===== src/rtl/rx_packet_fifo_if.sv =====
// Handshake bundle between the serial receiver, the packet FIFO and the router core.
// The slave modport is the FIFO's view. The master modport is the environment's view: receiver plus core.
interface rx_packet_fifo_if #(
    parameter int WIDTH      = 55,
    parameter int DEPTH_LOG2 = 2
);
    logic [WIDTH-1:0]    RX_Data;
    logic                RX_Data_Valid;
    logic                RX_Ready;
    logic [WIDTH-1:0]    Pkt_Data;
    logic                Pkt_Valid;
    logic                Pkt_Ready;
    logic [DEPTH_LOG2:0] Pkt_Count;
    logic                Overrun_Err;

    modport slave (
        input  RX_Data, RX_Data_Valid, Pkt_Ready,
        output RX_Ready, Pkt_Data, Pkt_Valid, Pkt_Count, Overrun_Err
    );

    modport master (
        output RX_Data, RX_Data_Valid, Pkt_Ready,
        input  RX_Ready, Pkt_Data, Pkt_Valid, Pkt_Count, Overrun_Err
    );
endinterface


===== src/rtl/rx_packet_fifo.sv =====
// Circular first-word-fall-through packet FIFO between the serial receiver and the router core.
// It also runs a sticky watchdog that flags a receiver stalled against a full buffer.
module rx_packet_fifo #(
    parameter int WIDTH      = 55,
    parameter int DEPTH_LOG2 = 2
) (
    input  logic             Clk_S,
    input  logic             Rst,
    rx_packet_fifo_if.slave  bus
);
    localparam logic [DEPTH_LOG2:0] DEPTH      = {1'b1, {DEPTH_LOG2{1'b0}}};
    localparam logic [10:0]         WDOG_LIMIT = 11'd1024;

    logic [WIDTH-1:0]      mem_q [2**DEPTH_LOG2];
    logic [DEPTH_LOG2-1:0] wr_ptr_q, wr_ptr_d;
    logic [DEPTH_LOG2-1:0] rd_ptr_q, rd_ptr_d;
    logic [DEPTH_LOG2:0]   count_q, count_d;
    logic                  rx_ready_q, rx_ready_d;
    logic [10:0]           wdog_q, wdog_d;
    logic                  overrun_q, overrun_d;
    logic                  push, pop, full;

    always_comb begin
        // NOTE: every signal gets a default before any branch, so no path leaves it unassigned and no latch is inferred.
        full       = (count_q == DEPTH);
        push       = bus.RX_Data_Valid && rx_ready_q;
        pop        = bus.Pkt_Ready && (count_q != '0);
        wr_ptr_d   = wr_ptr_q;
        rd_ptr_d   = rd_ptr_q;
        count_d    = count_q;
        wdog_d     = '0;

        if (push) wr_ptr_d = wr_ptr_q + 1'b1;
        if (pop)  rd_ptr_d = rd_ptr_q + 1'b1;
        if (push && !pop)      count_d = count_q + 1'b1;
        else if (pop && !push) count_d = count_q - 1'b1;

        // The watchdog saturates at the limit, so a stall that never ends cannot wrap the counter back below the limit.
        if (full && bus.RX_Data_Valid)
            wdog_d = (wdog_q == WDOG_LIMIT) ? wdog_q : wdog_q + 1'b1;

        rx_ready_d = (count_d != DEPTH);
        overrun_d  = overrun_q || (wdog_d == WDOG_LIMIT);
    end

    always_ff @(posedge Clk_S) begin
        // NOTE: sequential state uses non-blocking assignments, so every register samples pre-edge values.
        if (Rst) begin
            wr_ptr_q   <= '0;
            rd_ptr_q   <= '0;
            count_q    <= '0;
            rx_ready_q <= 1'b0;
            wdog_q     <= '0;
            overrun_q  <= 1'b0;
        end else begin
            wr_ptr_q   <= wr_ptr_d;
            rd_ptr_q   <= rd_ptr_d;
            count_q    <= count_d;
            rx_ready_q <= rx_ready_d;
            wdog_q     <= wdog_d;
            overrun_q  <= overrun_d;
        end
    end

    // NOTE: the storage array has no reset. Clearing the count and pointers makes old entries unreachable, and the output is masked while empty.
    always_ff @(posedge Clk_S) begin
        if (push) mem_q[wr_ptr_q] <= bus.RX_Data;
    end

    assign bus.RX_Ready    = rx_ready_q;
    assign bus.Pkt_Valid   = (count_q != '0);
    assign bus.Pkt_Data    = (count_q != '0) ? mem_q[rd_ptr_q] : '0;
    assign bus.Pkt_Count   = count_q;
    assign bus.Overrun_Err = overrun_q;
endmodule


===== src/flat_wrapper.sv =====
// flat-port wrapper written by rule: the top's interface ports become plain ports
module rx_packet_fifo_flat 
#(
    parameter int WIDTH      = 55,
    parameter int DEPTH_LOG2 = 2
)
  (Clk_S, Rst, bus_RX_Data, bus_RX_Data_Valid, bus_Pkt_Ready, bus_RX_Ready, bus_Pkt_Data, bus_Pkt_Valid, bus_Pkt_Count, bus_Overrun_Err);
  rx_packet_fifo_if #(.WIDTH(WIDTH), .DEPTH_LOG2(DEPTH_LOG2)) bus_i ();
  input  logic Clk_S;
  input  logic Rst;
  input wire logic [$bits(bus_i.RX_Data)-1:0] bus_RX_Data;
  input wire logic [$bits(bus_i.RX_Data_Valid)-1:0] bus_RX_Data_Valid;
  input wire logic [$bits(bus_i.Pkt_Ready)-1:0] bus_Pkt_Ready;
  output wire logic [$bits(bus_i.RX_Ready)-1:0] bus_RX_Ready;
  output wire logic [$bits(bus_i.Pkt_Data)-1:0] bus_Pkt_Data;
  output wire logic [$bits(bus_i.Pkt_Valid)-1:0] bus_Pkt_Valid;
  output wire logic [$bits(bus_i.Pkt_Count)-1:0] bus_Pkt_Count;
  output wire logic [$bits(bus_i.Overrun_Err)-1:0] bus_Overrun_Err;
  assign bus_i.RX_Data = bus_RX_Data;
  assign bus_i.RX_Data_Valid = bus_RX_Data_Valid;
  assign bus_i.Pkt_Ready = bus_Pkt_Ready;
  assign bus_RX_Ready = bus_i.RX_Ready;
  assign bus_Pkt_Data = bus_i.Pkt_Data;
  assign bus_Pkt_Valid = bus_i.Pkt_Valid;
  assign bus_Pkt_Count = bus_i.Pkt_Count;
  assign bus_Overrun_Err = bus_i.Overrun_Err;
  rx_packet_fifo #(.WIDTH(WIDTH), .DEPTH_LOG2(DEPTH_LOG2)) u_core (.Clk_S(Clk_S), .Rst(Rst), .bus(bus_i));
endmodule

===== config.mk =====
export PLATFORM = sky130hd
export DESIGN_NAME = rx_packet_fifo_flat
export DESIGN_NICKNAME = d
export VERILOG_FILES = /design/src/rtl/rx_packet_fifo_if.sv /design/src/rtl/rx_packet_fifo.sv /design/src/flat_wrapper.sv
export SDC_FILE = /design/constraint.sdc
export NUM_CORES = 1
export LEC_CHECK = 0
export CORE_MARGIN = 8
export CORE_UTILIZATION = 55
export DETAILED_ROUTE_END_ITERATION = 10
export GPL_ROUTABILITY_DRIVEN = 1
export PLACE_DENSITY = 0.87
export SLEW_MARGIN = 20
export SYNTH_ARGS = -nofsm -noshare
export SYNTH_HDL_FRONTEND = slang
export SYNTH_SLANG_ARGS = --single-unit

===== constraint.sdc =====
create_clock -name Clk_S -period 4.45 [get_ports Clk_S]
set_clock_uncertainty 0.05 [all_clocks]
set_input_delay 0.6675 -clock Clk_S [delete_from_list [all_inputs] [get_ports Clk_S]]
set_output_delay 0.6675 -clock Clk_S [all_outputs]
set_load 0.02 [all_outputs]

After elaboration in Yosys (flattened, before gate mapping)
Memories as Yosys holds them, arrays and structs flattened. A register that Yosys moved wholly into a read port is not among the register bits.
Index checks and enable logic that the tools add are counted.
{"block": "op_classes", "add_sub_neg": 5, "n_eq_ne": 4, "n_mux": 9, "n_reduce_logical": 9}
{"op": "$mux 55", "count": 1}
{"op": "$eq 11x11->1 const B", "count": 2}
{"op": "$mux 11", "count": 2}
{"op": "$add 11x1->11 const B", "count": 1}
{"op": "$mux 3", "count": 2}
{"op": "$logic_and 1x1->1", "count": 5}
{"op": "$add 2x1->2 const B", "count": 2}
{"op": "$mux 2", "count": 2}
{"op": "$add 3x1->3 const B", "count": 1}
{"op": "$eq 3x3->1 const B", "count": 1}
{"op": "$ne 3x3->1 const B", "count": 1}
{"op": "$reduce_bool 3->1", "count": 1}
{"op": "$sub 3x1->3 const B", "count": 1}
{"op": "$logic_not 1->1", "count": 2}
{"op": "$mux 1", "count": 2}
{"op": "$logic_or 1x1->1", "count": 1}
{"block": "word_totals", "ff_bits": 20, "ram_bits": 220, "inputBits": 59, "output_inout_bits": 61, "wordCells": 34, "mem_count": 1}
{"memory": "u_core.mem_q", "depth": 4, "width": 55, "read_ports": 1, "rd_ports_with_merged_regs": 1, "write_ports": 1, "line_no": "rx_packet_fifo.sv:14", "source": "logic [WIDTH-1:0] mem_q [2**DEPTH_LOG2];"}

Longest topological paths before layout
Gate-level depths: netlist of the first run.
{"block": "logic_depth", "ltp_word": 6, "depth_mapped": 8}

Least setup slack after synthesis of the first run
Ideal clock, no wire load.
{"block": "synth_path", "kind": "input to register", "start": "input port bus_RX_Data_Valid", "end": "memory u_core.mem_q[1][0] (enable)", "arrival_time_ps": 2023, "slack_ps": 1958, "stages": 1, "cell_sequence": "and3_1"}
{"block": "synth_between", "elab_chain_len": 3}
{"element": "start: declaration", "line_no": "flat_wrapper.sv:12", "source": "input wire logic [$bits(bus_i.RX_Data_Valid)-1:0] bus_RX_Data_Valid;"}
{"element": "$logic_and 1x1->1", "line_no": "rx_packet_fifo.sv:26", "source": "push = bus.RX_Data_Valid && rx_ready_q;"}
{"element": "$mux 1", "line_no": "rx_packet_fifo.sv:67", "source": "if (push) mem_q[wr_ptr_q] <= bus.RX_Data;"}
{"element": "$mux 1 (implied by the code)", "line_no": "rx_packet_fifo.sv:67"}
{"element": "end: declaration", "line_no": "rx_packet_fifo.sv:14"}
No other way between the ends.

==> impl_metrics.csv, run 1 <==
group,metric,value,unit
layout,nets,677,
synthesis,synth_top_area_share,69.9,%
clock_tree,clk_pin_slew,0.06,ns
layout,synthToLayoutAreaGrowth,24.2,%
sta,max_freq,284,MHz
pwr,netSwitchingFraction,28.2,%
placed_design,port_buffers,119,
floorplanning,rows,48,
sta,min_period,3.52,ns
grt,track_usage,17.0,%
sta,grt_setup_unrepaired,"no",
clock_tree,h-tree-depth,1,
synthesis,synth_area_leaders,"edfxtp_1 70%, mux4_2 13%, dfxtp_1 4.7%",
placed_design,dp_hpwl,11200,µm
synthesis,synth_cell_types,36,
worst_setup_path,worstSetupStartpointType,"flip-flop",
synthesis,synth_edf_count,220,
worst_setup_path,crit_slowest_cell,"dfxtp_4",
layout,antennaDiodeCount,0,
clock_tree,cts_resized,0,
grt,gr-total-overflow,0,
sta,worst_slew_pin_slew,0.964,ns
floorplanning,die_area,0.0216,mm²
worst_setup_path,worst-path-buf-inv,2,
worst_setup_path,worstSetupPathType,"reg -> out",
floorplanning,io_pins,120,
pwr,ir_drop,574,µV
min_path,hold_path.class,"reg -> reg",
worst_setup_path,path_cells,"buf_12 -> mux4_2 -> and2_1 -> clkdlybuf4s50_1",
route,antenna_left,0,
floorplanning,core,0.0171,mm²
pwr,seq_power_share,39.1,%
synthesis,yosys.cell_count.top_type,"edfxtp_1",
floorplanning,die_w,147,µm
route,dr.pass1.iters,5,
worst_setup_path,cpLargestDelayFamily,"buffers and inverters",
route,avgRoutedWirePerCell,21.8,µm
synthesis,syn_nets,550,
job,max-cap-violations,0,
route,vias,4819,
floorplanning,die-height,147,µm
run_status,status,"finished, final reports clean",
synthesis,synthCells,482,
worst_setup_path,cp-end-kind,"output pin",
route,vias_per_cell,5.66,
synthesis,seq_area_frac_synth,74.6,%
grt,busiest_layer,"met2",
synthesis,synth_area_leader_cell,"edfxtp_1",
placed_design,place.gp.congestion,0.731,
grt,grt_pass1_wl,29000,µm
grt,use_met2,29.3,%
pwr,p_comb_share,30.8,%
clock_tree,cts_tree,"done",
pwr,p_leak,3.75,nW
grt,grt_max_degree,60,
pwr,p_per_area,601,mW/mm²
grt,use_met3,4.00,%
grt,use_met1,21.5,%
sta,setup_viol_count_final,0,
layout,fill_cells,1065,
route,drc,0,
synthesis,syn-cell-area,0.00945,mm²
synthesis,avgSynthCellArea,19.6,µm²
clock_tree,cts_buffers,24,
synthesis,synthTopCellsByCount,"220 x edfxtp_1, 57 x and2_1, 55 x mux4_2",
worst_setup_path,cp.required,3.73,ns
pwr,switchingPower,1.99,mW
sta,hold_viol,0,
layout,multi_input_area,0.00228,mm²
floorplanning,initial_core_util,55.4,%
grt,antenna_found_initial,1,
sta,maxSlewHeadroom,35.7,%
layout,layout-drive-gt1-share,18.2,%
clock_tree,worstSkewPairLatency,0.50,ns
grt,grt_pass1_vias,5161,
synthesis,ys_async_sr_fraction,0,%
clock_tree,cts_root_buf,"clkbuf_16",
synthesis,yosys_register_bits,242,
worst_setup_path,arrival,2.81,ns
sta,holdWs,0.431,ns
clock_tree,cts.path.max_buffers,3,
sta,fin_tns_setup,0,ns
clock_tree,postCtsHoldBufs,0,
pwr,p_clk_share,30.1,%
route,wl,18500,µm
clock_tree,clkSinkCount,242,
sta,timing.final.crit_share,79.2,%
worst_setup_path,slowest_delay,0.65,ns
worst_setup_path,cp_max_fo,35,
sta,finalMaxSlewViolations,0,
clock_tree,postCtsSetupRepairBufs,0,
synthesis,ys.flop_type,"edfxtp_1",
route,drt-initial-drc-count,444,
synthesis,synth_warnings,0,
pwr,power.internal,5.06,mW
layout,regArea,0.00705,mm²
==> sequential cells by signal, summed over array words and instances (netlist names), named ones only <==
name                    count
u_core.mem_q              220
u_core.wdog_q              11
u_core.bus.Pkt_Count        3
u_core.rd_ptr_q             2
u_core.wr_ptr_q             2
u_core.bus.Overrun_Err      1
u_core.bus.RX_Ready         1
==> power groups by stage <==
stage / logic (mW) / clock network (mW) / registers [mW]
4_1_cts: 2.22 / 2.16 / 2.76
6_report: 2.17 / 2.12 / 2.76
3_3_place_gp: 2.16 / 0 / 2.79
5_1_grt: 2.32 / 2.25 / 2.78
3_5_place_dp: 2.20 / 0 / 2.81
2_1_floorplan: 1.34 / 0 / 2.74
==> through the flow <==
step,cell area (µm²),instances,setup WS (ns),total power [mW],util (%)
after floorplan,9450,482,1.96,4.08,-
after global placement,10900,808,1.38,4.96,63.9
after detailed placement,10900,808,1.35,5.01,63.9
after CTS,11700,851,0.829,7.14,68.8
after global routing,11700,851,0.701,7.36,68.8
final,11700,851,0.926,7.05,68.8
==> tightest hold or removal path: stages (launching register included) <==
cell	delay [ns]
dfxtp_1	0.31
inv_1	0.05
o32ai_1	0.06
==> placed cells by master (no fill, tap or decap), drive strengths merged, types with 2 or more instances in the layout <==
master | netlist | routed
clkinvlp | 0 | 4
and4 | 2 | 2
clkdlybuf4s50 | 0 | 119
mux4 | 55 | 55
nor2 | 21 | 21
clkbuf | 18 | 26
and3 | 6 | 6
inv | 7 | 7
nand3 | 6 | 6
dfxtp | 22 | 22
nand4 | 6 | 6
bufinv | 0 | 5
nor4b | 2 | 2
nand2 | 7 | 7
clkinv | 0 | 8
a21oi | 3 | 3
a31oi | 2 | 2
xor2 | 8 | 8
xnor2 | 11 | 11
buf | 7 | 7
edfxtp | 220 | 220
ha | 9 | 9
and2 | 57 | 57
==> logic make-up (layout without fill, tap and decap cells) <==
family	Yosys count	in the layout	synth area share [%]
buf+inv	32	176	1.43
compound gates	11	11	0.755
mux	55	55	13.1
flops	242	242	74.6
xor+xnor	19	19	1.76
fa+ha+maj	10	10	1.30
simple gates	113	113	7.08
==> final timing paths <==
path	startpoint	endpoint	slack (ns)	cells past startpoint
max	flip-flop	bus_Pkt_Data[49]	0.93	4
min	u_core.bus.Overrun_Err	u_core.bus.Overrun_Err	0.43	2
max reg2reg	u_core.bus.Pkt_Count[1]	u_core.bus.RX_Ready	1.88	7
min reg2reg	u_core.bus.Overrun_Err	u_core.bus.Overrun_Err	0.43	2
==> layout make-up <==
cell class | instances | share of cell area, %
clock inverter | 17 | 1.85
sequential | 242 | 60.1
clock buffer | 26 | 5.36
multi-input combinational | 208 | 19.4
tap | 225 | 2.40
timing repair buffer | 126 | 10.7
inverter | 7 | 0.224
==> routing by layer <==
metal / part of all wire, % / wire length (µm) / up-vias
li1: - / - / 2142
met1: 41 / 7560 / 2479
met2: 51 / 9380 / 167
met3: 7.0 / 1300 / 29
met4: 1.6 / 293 / 2
met5: 0.043 / 8 / -
No activity file was read; power rests on OpenSTA's default activity.
==> run 2: changes to the inputs <==
--- a/config.mk
+++ b/config.mk
@@ -6,10 +6,10 @@
 export NUM_CORES = 1
 export LEC_CHECK = 0
 export CORE_MARGIN = 8
-export CORE_UTILIZATION = 55
+export CORE_UTILIZATION = 50
 export DETAILED_ROUTE_END_ITERATION = 10
 export GPL_ROUTABILITY_DRIVEN = 1
-export PLACE_DENSITY = 0.87
+export PLACE_DENSITY = 0.84
 export SLEW_MARGIN = 20
 export SYNTH_ARGS = -nofsm -noshare
 export SYNTH_HDL_FRONTEND = slang
==> constraint.sdc (replaced) <==
create_clock -name Clk_S -period 2.82 [get_ports Clk_S]
set_clock_uncertainty 0.05 [all_clocks]
set_input_delay 0.423 -clock Clk_S [delete_from_list [all_inputs] [get_ports Clk_S]]
set_output_delay 0.423 -clock Clk_S [all_outputs]
set_load 0.02 [all_outputs]
==> run 2 against run 1 <==
Effect of this change:
- global-route usage shrank 1.4 points
- register-to-register slack got worse by 1.2 ns
- design area is 0.66% higher
- sequential cell count stayed put
- utilization fell by 5.4 points
- critical path depth unchanged
- count of clock-buffer cells in the layout increased by 7
- power grew 56%
- final cell count up 2.0%
- sequential power is 54% higher
- largest cell class unchanged
==> impl_metrics.csv, run 2 (synthesis results as in run 1) <==
group,metric,value,unit
route,vias,4822,
sta,maxSlewHeadroom,63.1,%
placed_design,port_buffers,119,
worst_setup_path,worstSetupPathType,"reg -> out",
placed_design,dp_hpwl,11500,µm
sta,fin_tns_setup,0,ns
worst_setup_path,crit_slowest_cell,"mux4_2",
clock_tree,cts_buffers,24,
grt,track_usage,15.6,%
sta,hold_viol,0,
floorplanning,initial_core_util,50.7,%
route,drt-initial-drc-count,286,
worst_setup_path,worstSetupStartpointType,"flip-flop",
worst_setup_path,path_cells,"buf_16 -> mux4_2 -> and2_1 -> dlygate4sd2_1",
placed_design,place.gp.congestion,0.803,
grt,gr-total-overflow,0,
run_status,status,"finished, final reports clean",
grt,grt_pass1_wl,28900,µm
layout,final_area,0.0118,mm²
clock_tree,clkSinkCount,242,
worst_setup_path,worst-path-buf-inv,2,
sta,max_freq,368,MHz
clock_tree,cts.path.max_buffers,3,
worst_setup_path,cp-end-kind,"output pin",
layout,most-common-layout-cells,"220 x edfxtp_1, 63 x clkdlybuf4s50_1, 57 x and2_1",
route,drc,0,
placed_design,place_area,0.0110,mm²
pwr,p_per_area,929,mW/mm²
layout,synthToLayoutAreaGrowth,25.0,%
job,max-cap-violations,0,
clock_tree,postCtsSetupRepairBufs,0,
clock_tree,h-tree-depth,1,
layout,utilization,63.4,%
sta,setup_viol_count_final,0,
layout,top_register,"u_core.mem_q",
sta,timing.final.crit_share,96.3,%
grt,grt_pass1_vias,5261,
clock_tree,worstSkewPairLatency,0.50,ns
route,antenna_left,0,
layout,antennaDiodeCount,0,
floorplanning,core,0.0186,mm²
sta,finalMaxSlewViolations,0,
clock_tree,postCtsHoldBufs,0,
route,vias_per_cell,5.56,
layout,nets,684,
clock_tree,cts_root_buf,"clkbuf_16",
floorplanning,io_pins,120,
floorplanning,die-height,153,µm
floorplanning,rows,50,
route,avgRoutedWirePerCell,21.4,µm
floorplanning,die_area,0.0236,mm²
min_path,hold_path.class,"reg -> reg",
worst_setup_path,arrival,2.24,ns
sta,worst_slew_pin_slew,0.553,ns
sta,min_period,2.72,ns
worst_setup_path,cp.required,2.35,ns
pwr,ir_drop,442,µV
floorplanning,die_w,153,µm
worst_setup_path,cpLargestDelayFamily,"buffers and inverters",
worst_setup_path,cp_max_fo,39,
route,wl,18600,µm
layout,largest_reg_flops,220,
worst_setup_path,slowest_delay,0.55,ns
clock_tree,clk_pin_slew,0.06,ns
grt,grt_max_degree,46,
pwr,p_leak,4.01,nW
pwr,power,11.0,mW
sta,grt_setup_unrepaired,"no",
route,dr.pass1.iters,4,
grt,antenna_found_initial,0,
layout,final_common_cell,"edfxtp_1",
layout,layout-drive-gt1-share,18.8,%
clock_tree,cts_tree,"done",
==> run 2: cell types whose count changed in the layout (fill, tap and decap cells not counted), moves of 2 or more <==
cell,before,now
buf_12,1,4
buf_4,6,8
clkinv_2,6,4
clkinvlp_4,4,1
clkbuf_8,0,2
dlygate4sd2_1,0,55
clkinv_1,2,0
clkdlybuf4s50_1,119,63
clkbuf_1,1,6
==> run 2: final cells by class <==
type,count,area (µm²)
well taps,234,293
clock inverters,11,186
repair buffers,133,1310
flip-flops and latches,242,7050
fillers,1282,6830
inverters,7,26.3
clock buffers,33,676
multi-input cells,208,2280
==> run 2: metal layers <==
metal / global-route usage (%) / vias to the layer above / part of all wire (%)
met4: 4.53 / 0 / 1.8
met2: 27.2 / 147 / 51
met5: 0 / - / 0
met1: 19.0 / 2489 / 41
li1: - / 2162 / -
met3: 3.67 / 24 / 6.0
==> run 2: metrics by stage <==
step                      instances  hold slack (ns)  setup slack, ns
after floorplan                 482            0.419            0.453
after global placement          824            0.422            0.396
after detailed placement        824            0.414            0.378
after CTS                       868            0.431           0.0582
after global routing            868            0.459          0.00550
final                           868            0.424            0.104
==> run 2: report_power, final <==
| part | switching (mW) | total [mW] | internal [mW] |
|---|---|---|---|
| clock | 1.26 | 3.40 | 2.14 |
| combinational | 1.78 | 3.33 | 1.55 |
| sequential | 0.0961 | 4.25 | 4.16 |
==> run 2: final timing paths <==
kind / from / endpoint / slack, ns / cells past startpoint
min: u_core.bus.Overrun_Err / u_core.bus.Overrun_Err / 0.42 / 2
max: flip-flop / bus_Pkt_Data[24] / 0.10 / 4
max reg2reg: u_core.bus.Pkt_Count[0] / u_core.bus.RX_Ready / 0.70 / 8
min reg2reg: u_core.bus.Overrun_Err / u_core.bus.Overrun_Err / 0.42 / 2
==> run 2: repair_timing <==
item	4_1_cts	5_1_grt
endpoints found under the setup margin	55	1
resized for setup	58	1
gates cloned	0	0
==> run 2: tightest hold or removal path: cells and delay by family, from the launching register on <==
kind                   cells  cell delay [ns]
flip-flops                 1             0.32
AO/OA/AOI/OAI              1             0.06
buffers and inverters      1             0.05
